**src/rtl/ram8_bank.sv**
```systemverilog
// Eight-entry WIDTH-bit register bank with demuxed write enables, combinational
// read select and a self-timed clear sweep that zeroes one entry per cycle.
module ram8_bank #(
    parameter int WIDTH = 16
) (
    input  logic             clk,
    input  logic             reset,
    input  logic [WIDTH-1:0] in,
    input  logic             load,
    input  logic [2:0]       address,
    input  logic             clear,
    output logic [WIDTH-1:0] out,
    output logic             busy,
    output logic             done
);

    typedef enum logic {IDLE, SWEEP} state_t;

    state_t           state, next_state;
    logic [2:0]       ptr;
    logic [WIDTH-1:0] mem [8];
    logic [7:0]       load_en;
    logic [7:0]       zero_en;
    logic             sweep_last;

    always_ff @(posedge clk or posedge reset) begin
        if (reset) begin
            state <= IDLE;
            ptr   <= 3'd0;
            done  <= 1'b0;
        end else begin
            state <= next_state;
            done  <= sweep_last;
            if (state == IDLE && clear)
                ptr <= 3'd0;
            else if (state == SWEEP)
                ptr <= ptr + 3'd1;
        end
    end

    always_comb begin
        next_state = state;
        case (state)
            IDLE:    if (clear) next_state = SWEEP;
            SWEEP:   if (ptr == 3'd7) next_state = IDLE;
            default: next_state = IDLE;
        endcase
    end

    // Normal writes only happen in IDLE; during a sweep the only enable is the pointer's entry.
    always_comb begin
        busy       = (state == SWEEP);
        sweep_last = (state == SWEEP) && (ptr == 3'd7);
        load_en    = 8'd0;
        zero_en    = 8'd0;
        if (state == IDLE && load)
            load_en[address] = 1'b1;
        if (state == SWEEP)
            zero_en[ptr] = 1'b1;
    end

    always_ff @(posedge clk or posedge reset) begin
        if (reset) begin
            for (int i = 0; i < 8; i++)
                mem[i] <= '0;
        end else begin
            for (int i = 0; i < 8; i++) begin
                if (zero_en[i])
                    mem[i] <= '0;
                else if (load_en[i])
                    mem[i] <= in;
            end
        end
    end

    assign out = mem[address];

endmodule

```
**config.mk**
```make
export PLATFORM = sky130hd
export DESIGN_NAME = ram8_bank
export DESIGN_NICKNAME = d
export VERILOG_FILES = /design/src/rtl/ram8_bank.sv
export SDC_FILE = /design/constraint.sdc
export NUM_CORES = 1
export LEC_CHECK = 0
export BUFFER_PORTS_ARGS = -buffer_cell sky130_fd_sc_hd__buf_4
export CORE_ASPECT_RATIO = 1.1
export CORE_UTILIZATION = 50
export CTS_CLUSTER_SIZE = 40
export DETAILED_ROUTE_END_ITERATION = 10
export GPL_TIMING_DRIVEN = 0
export PLACE_DENSITY = 0.68
export SKIP_LAST_GASP = 1
export SYNTH_ARGS = -nofsm -noshare
export SYNTH_HDL_FRONTEND = slang
export SYNTH_SLANG_ARGS = --single-unit
```
**constraint.sdc**
```tcl
create_clock -name clk -period 9.7 [get_ports clk]
set_input_delay 0.485 -clock clk [delete_from_list [all_inputs] [get_ports clk]]
set_output_delay 0.485 -clock clk [all_outputs]
set_load 0.05 [all_outputs]
```
Word-level counts from Yosys, hierarchy flattened
Cells that the tools add are included.
Widths: inputs -> output; s select.
{"block": "totals", "reg_bits": 133, "word_cells": 64}
{"block": "op_classes", "n_addsub": 1, "n_lt_le_gt_ge": 5, "eq_ne": 1, "mux": 30, "n_bitwise": 2, "n_reduce_logical": 14}
{"cell": "$mux 16", "n": 18}
{"cell": "$bmux 16 s3", "n": 1}
{"cell": "$reduce_bool 2->1", "n": 9}
{"cell": "$mux 8", "n": 2}
{"cell": "$lt 3x4->1 const B", "n": 2}
{"cell": "$demux 1 s3", "n": 2}
{"cell": "$ge 3x1->1 const B", "n": 2}
{"cell": "$mux 3", "n": 2}
{"cell": "$logic_and 1x1->1", "n": 5}
{"cell": "$ge 4x4->1 const B", "n": 1}
{"cell": "$mux 1", "n": 4}
{"cell": "$not 3->4", "n": 1}
{"cell": "$add 3x1->3 const B", "n": 1}
{"cell": "$eq 3x3->1 const B", "n": 1}
{"cell": "$pmux 1 s2", "n": 1}
{"cell": "$not 1->1", "n": 1}

Depth between registers and ports, before layout
Gate-level depths: netlist of run 1.
{"block": "depth", "word_depth": 7, "depth_mapped": 6}

Worst setup path after synthesis of run 1
Ideal clock, no wire load.
{"block": "synth_timing", "path_type": "input to output", "start": "in address[0]", "end": "out out[10]", "t_arrival_ps": 2091, "required_time_ps": 9215, "path_slack_ps": 7124, "path_stages": 5, "path_buffers": 2, "cell_sequence": "buf_2 > buf_2 > nor2_1 > a22oi_1 > o211ai_1"}
{"block": "synth_between", "elab_chain_cells": 4}
{"item": "from (decl)", "line_no": "10", "source": "input logic [2:0] address,"}
{"item": "$not 3->4 (not written as such)", "line_no": "76", "source": "assign out = mem[address];"}
{"item": "$bmux 16 s3", "line_no": "76"}
{"item": "$mux 16 (not written as such) (2 in series)", "line_no": "76"}
{"item": "to (decl)", "line_no": "12", "source": "output logic [WIDTH-1:0] out,"}
No other way between the ends. The select of a mux whose other input is x is not followed.

Final worst setup path of run 1
{"block": "layout_timing", "start": "in address[0]", "end": "out out[13]"}
Same word-level chain as after synthesis.

==> impl_metrics.tcl, run 1 <==
set metrics [dict create \
    cpMostUsedCell "buf_2" \
    fin_crit_sh 0.285 \
    status "completed" \
    worst_pin_slew_ns 0.673 \
    postRouteAntennaNets 0 \
    cts_setup_buffers 0 \
    io_buffers 36 \
    seq_area_sq_um 3330 \
    clk_pin_slew_worst_paths_ns 0.05 \
    cpPeakStageDelay_ns 0.55 \
    hpwl_um 11800 \
    cp-start-kind "input pin" \
    clk_latency_ns 0.42 \
    area_growth_pct 15.7 \
    syn_area_sq_um 6730 \
    slew_viol_final 0 \
    layout_commonest_cell "nand2_1" \
    nets 679 \
    worstHoldPathType "input pin to async pin" \
    maxSlewHeadroom 0.549 \
    crit_arrival_ns 2.28 \
    antennaDiodeCount 0 \
    gp_congestion 0.841 \
    cts_max_level 4 \
    yosys.area_share.simple 0.139 \
    synth_compound_area_frac 0.0415 \
    synth_top_family_by_area "multiplexers" \
    cts_tree "built" \
    worstPathCellList "buf_2, buf_2, nor2_1, a22oi_1, o211ai_1, buf_4" \
    final.min_clock_period_ns 2.76 \
    postCtsResizedCells 0 \
    cts_sinks 133 \
    syn-num-nets 623 \
    die_w_um 113 \
    netlist_instances 598 \
    worst_setup_path_end_kind "output port" \
    grt_first_pass_wirelength_um 27400 \
    cts_max_path_buffers 2 \
    finalSetupTns_ns 0 \
    hold_buffers 0 \
    grt_remaining_overflow 0 \
    synth-seq-cells 133 \
    synth_seq_area_share 0.495 \
    layout-drive-gt1-share 0.204 \
    fmax_ghz 0.362 \
    dr_total_vias 4768 \
    placed_cell_area_sq_um 7230 \
    setup_viol 0 \
    die_area_sq_um 13900 \
    design_area_sq_um 7780 \
    die_h_um 124 \
    n_fill_cell 1123 \
    clock_tree.root_cell "clkbuf_16" \
    cap_violations 0 \
    synthAdderAreaFrac 0.00372 \
    cts_inserted_buffers 17 \
    postSynthAreaPerCell_sq_um 11.3 \
    whs_ns 0.125 \
    final_cell_mix "nand2_1 (152), dfrtp_1 (133), mux2i_1 (129)" \
    total_power_uw 2140 \
    yosys_warnings 0 \
    ir_drop_mv 0.251 \
    drt_wl_total_um 16900 \
    drt_iter0_markers 320 \
    dr.pass1.iters 4 \
    grt_usage 0.269 \
    drc_errors 0 \
    finalHoldViolCount 0 \
    ys_types 42 \
    cp_max_fo 10 \
    ioPinCount 41 \
    critPathSlowestCell "nor2_1" \
    synth_xor_xnor_area_share 0 \
    critPathKind "input pin to output port" \
    coreArea_sq_um 13200 \
    grt_max_degree 74 \
    power.leakage_uw 0.00406 \
    initial_core_util 0.511 \
    grt_pass1_vias 5142 \
    muxShareOfSynthArea 0.269 \
    drt-vias-per-instance 5.77 \
    pwr_density_cell_nw_per_um2 275 \
    crit_required_ns 9.22 \
    wl_per_cell_um 20.4 \
    fin_skew_ns 0.00618 \
    rsz0062_at_grt "no" \
    multi_input_area_sq_um 3050 \
    row_count 44 \
    antenna_found_initial 0 \
]
[metrics by stage]
stage                      util  worst slack [ns]  instances
after detailed placement  0.550              6.93        796
final                     0.592              6.94        827
after floorplan               -              5.66        598
after global routing      0.592              6.82        827
after CTS                 0.592              6.94        827
after global placement    0.547              4.22        795
[layout make-up]
type	count	share of cell area
Tap cell	161	0.0259
Inverter	20	0.0103
Timing Repair Buffer	37	0.0383
Multi-Input combinational cell	401	0.392
Clock inverter	3	0.00193
Buffer	44	0.0350
Sequential cell	133	0.428
Clock buffer	28	0.0690
[power breakdown]
part	switching, uW	total [uW]	internal, uW
sequential	105	860	755
combinational	419	685	266
clock	224	596	371
total	748	2140	1390
[registers in the layout, indices dropped and copies added (netlist names)]
register  flops
ptr           3
mem         128
done          1
busy          1
[critical path, delay by kind of cell]
| kind | cells | cell delay, ns |
|---|---|---|
| buffers and inverters | 3 | 0.68 |
| AND/OR/NAND/NOR | 1 | 0.55 |
| AO/OA/AOI/OAI | 2 | 0.56 |
[logic make-up (layout without fill, tap and decap cells)]
logic type,count (synthesis),after routing
fa+ha+maj,2,2
buf+inv,64,132
simple gates,199,199
mux,161,161
compound gates,39,39
flops,133,133
[worst paths after layout]
path	start	endpoint	slack (ns)	cells past startpoint
worst min register to register	mem[77]	mem[77]	0.52	2
min in group clk	clear	ptr[1]	0.26	2
worst max-delay path	address[0]	out[13]	6.94	6
max in group asynchronous	reset	mem[73]	8.82	3
worst min-delay path	reset	mem[115]	0.13	2
worst max register to register	busy	mem[25]	7.75	6
[metal layers]
layer	global-route usage	vias up	share of wire
li1	-	2188	-
met1	0.324	2429	0.41
met2	0.467	123	0.52
met3	0.0623	28	0.047
met4	0.118	0	0.025
met5	0	-	0
[cell usage after synthesis, drive strengths merged]
cell type | number | area share
ha | 2 | 0.0037
nand3b | 1 | 0.0030
and4b | 1 | 0.0015
or3 | 1 | 0.00093
a22oi | 9 | 0.010
o211ai | 8 | 0.0089
a32oi | 8 | 0.010
nor3b | 8 | 0.0089
nand4 | 2 | 0.0028
nand4b | 4 | 0.0052
mux2 | 18 | 0.030
mux4 | 14 | 0.047
a211o | 1 | 0.0013
a21boi | 1 | 0.0011
a21oi | 1 | 0.00074
o221ai | 1 | 0.0013
clkbuf | 14 | 0.0080
nor3 | 1 | 0.0024
nand2 | 152 | 0.085
nor2b | 2 | 0.0019
dfrtp | 133 | 0.49
and2 | 2 | 0.0019
buf | 30 | 0.033
nor2 | 8 | 0.0056
or4b | 1 | 0.0015
mux2i | 129 | 0.19
nand4bb | 3 | 0.0050
a31oi | 1 | 0.00093
and3 | 7 | 0.0065
nand2b | 3 | 0.0039
o21ai | 9 | 0.0067
inv | 20 | 0.011
nand3 | 3 | 0.0037
Note: power is estimated with default switching activity, not from simulation.
==> inputs of run 2 (changes only) <==
Settings changed: PLACE_DENSITY 0.68 to 0.7.
Clock period 9.7 ns to 2.25 ns, I/O delays scaled along.
==> run 2 against run 1 <==
  * Combinational power rose to 4.4 times the previous value
  * Cell count up 0.24%
  * Count of clock-buffer cells in the layout down 3
  * First-iteration DRC count is 4.7% higher
  * Sequential share of layout area shrank 0.37 points
  * Hold slack lost 0.047 ns
  * Clock power grew to 4.4 times the previous value
  * Critical path type unchanged
  * Critical endpoint is now out[8]
==> impl_metrics.tcl, run 2 (same netlist as run 1, synthesis figures left out) <==
set metrics [dict create \
    r2r_end "mem[25]" \
    r2r-start "busy" \
    top_register "mem" \
    cts_tree "built" \
    r2r_setup_slack_ns 0.29 \
    ir_drop_mv 0.724 \
    fin_skew_ns 0.00773 \
    setup_viol 0 \
    drt_iter0_markers 335 \
    maxSlewHeadroom 0.410 \
    cp_max_fo 10 \
    largest_reg_flops 128 \
    power.leakage_uw 0.00409 \
    cp-start-kind "input pin" \
    cts_inserted_buffers 17 \
    antenna_found_initial 0 \
    cts_max_level 4 \
    ioPinCount 41 \
    nets 683 \
    worst_setup_path_end_kind "output port" \
    placed_cell_area_sq_um 7270 \
    cap_violations 0 \
    clk_pin_slew_worst_paths_ns 0.05 \
    grt_pass1_vias 5264 \
    crit_required_ns 2.14 \
    cts_setup_buffers 0 \
    die_area_sq_um 13900 \
    postRouteAntennaNets 0 \
    critPathSlowestCell "nor2_1" \
    pwr_density_cell_nw_per_um2 1190 \
    layout_commonest_cell "nand2_1" \
    worstHoldEndpoint "mem[31]" \
    critPathKind "input pin to output port" \
    hpwl_um 12000 \
    drt_wl_total_um 17100 \
    wl_per_cell_um 20.7 \
    area_growth_pct 16.7 \
    worstPathCellList "buf_2, buf_2, nor2_1, a22oi_1, o211ai_1, buf_4" \
    fin_crit_sh 0.909 \
    fmax_ghz 0.489 \
    dr.pass1.iters 5 \
    initial_core_util 0.511 \
    drc_errors 0 \
    io_buffers 36 \
    cpPeakStageDelay_ns 0.56 \
    final_cells 829 \
    drt-vias-per-instance 5.83 \
    grt_max_degree 43 \
    status "completed" \
    clock_tree.root_cell "clkbuf_16" \
    hold_start "in[15]" \
    top_regs "mem x128, ptr x3" \
    crit_family "buffers and inverters" \
    row_count 44 \
    grt_usage 0.272 \
    worst_pin_slew_ns 0.883 \
    whs_ns 0.0786 \
    cts_max_path_buffers 2 \
    clk_latency_ns 0.42 \
    slew_viol_final 0 \
    hold_depth 3 \
    cp_num_buf_inv 3 \
    final_cell_mix "nand2_1 (152), dfrtp_1 (133), mux2i_1 (129)" \
    rr_worst_depth 6 \
    die_h_um 124 \
    final.min_clock_period_ns 2.05 \
    die_w_um 113 \
    grt_remaining_overflow 0 \
    post-place-cells 798 \
    gp_congestion 0.816 \
    coreArea_sq_um 13200 \
    cpMostUsedCell "buf_2" \
    antennaDiodeCount 0 \
    rsz0062_at_grt "no" \
    cts_sinks 133 \
    design_area_sq_um 7850 \
    finalHoldViolCount 0 \
    dr_total_vias 4833 \
    postCtsResizedCells 0 \
    crit_arrival_ns 1.93 \
    layout-drive-gt1-share 0.207 \
    grt_first_pass_wirelength_um 27900 \
    worstHoldPathType "input pin to flop" \
]
-- run 2: cell count changes in the layout (fill, tap and decap cells not counted), sizes merged --
cell,previous run,this run
inv,20,19
dlygate4sd3,0,2
clkbuf,42,39
buf,67,69
clkinvlp,0,1
bufinv,0,1
-- run 2: final cells by class --
cell class / count / area [sq um]
fill: 1101 / 5310
sequential: 133 / 3330
multi-input combinational: 401 / 3050
clock buffer: 25 / 515
timing repair buffer: 41 / 358
buffer: 44 / 273
tap: 161 / 201
inverter: 20 / 78.8
clock inverter: 4 / 45.0
-- run 2: layer usage --
layer | vias to the layer above | track usage | share of wire
met5 | - | 0 | 0
met4 | 0 | 0.138 | 0.036
met3 | 40 | 0.0579 | 0.041
met2 | 138 | 0.471 | 0.51
met1 | 2465 | 0.325 | 0.41
li1 | 2190 | - | -
-- run 2: timing repair --
item,4_1_cts,5_1_grt
hold buffers,2,0
setup endpoints to repair,0,0
hold endpoints to repair,42,0
-- run 2: how the worst max path moves through the flow --
stage	startpoint	end	slack, ns	cells past startpoint
after floorplan	address[0]	out[10]	0.42	5
after detailed placement	address[0]	out[8]	0.25	6
after global routing	address[0]	out[13]	0.13	6
final	address[0]	out[8]	0.20	6
after CTS	address[0]	out[13]	0.23	6
after global placement	reset	mem[11]	-0.30	2
-- run 2: worst reg2reg max path: stages (launching register included) --
cell      delay [ns]
dfrtp_1         0.34
buf_2           0.21
buf_2           0.22
nand4b_1        0.42
clkbuf_1        0.40
nand2_1         0.15
mux2i_1         0.08
-- run 2: metrics by stage --
stage	setup TNS (ns)	util	power, uW	setup slack, ns
6_report	0	0.597	9340	0.205
2_1_floorplan	0	-	5770	0.419
5_1_grt	0	0.597	9850	0.131
4_1_cts	0	0.597	9370	0.234
3_5_place_dp	0	0.553	6720	0.253
3_3_place_gp	-38.48	0.547	6510	-0.301
-- run 2: power breakdown --
group / leakage [uW] / switching (uW) / total (uW) / internal [uW]
Clock: 0.000281 / 960 / 2630 / 1670
Sequential: 0.00181 / 451 / 3710 / 3260
Combinational: 0.00200 / 1850 / 3010 / 1160
Total: 0.00409 / 3260 / 9340 / 6080
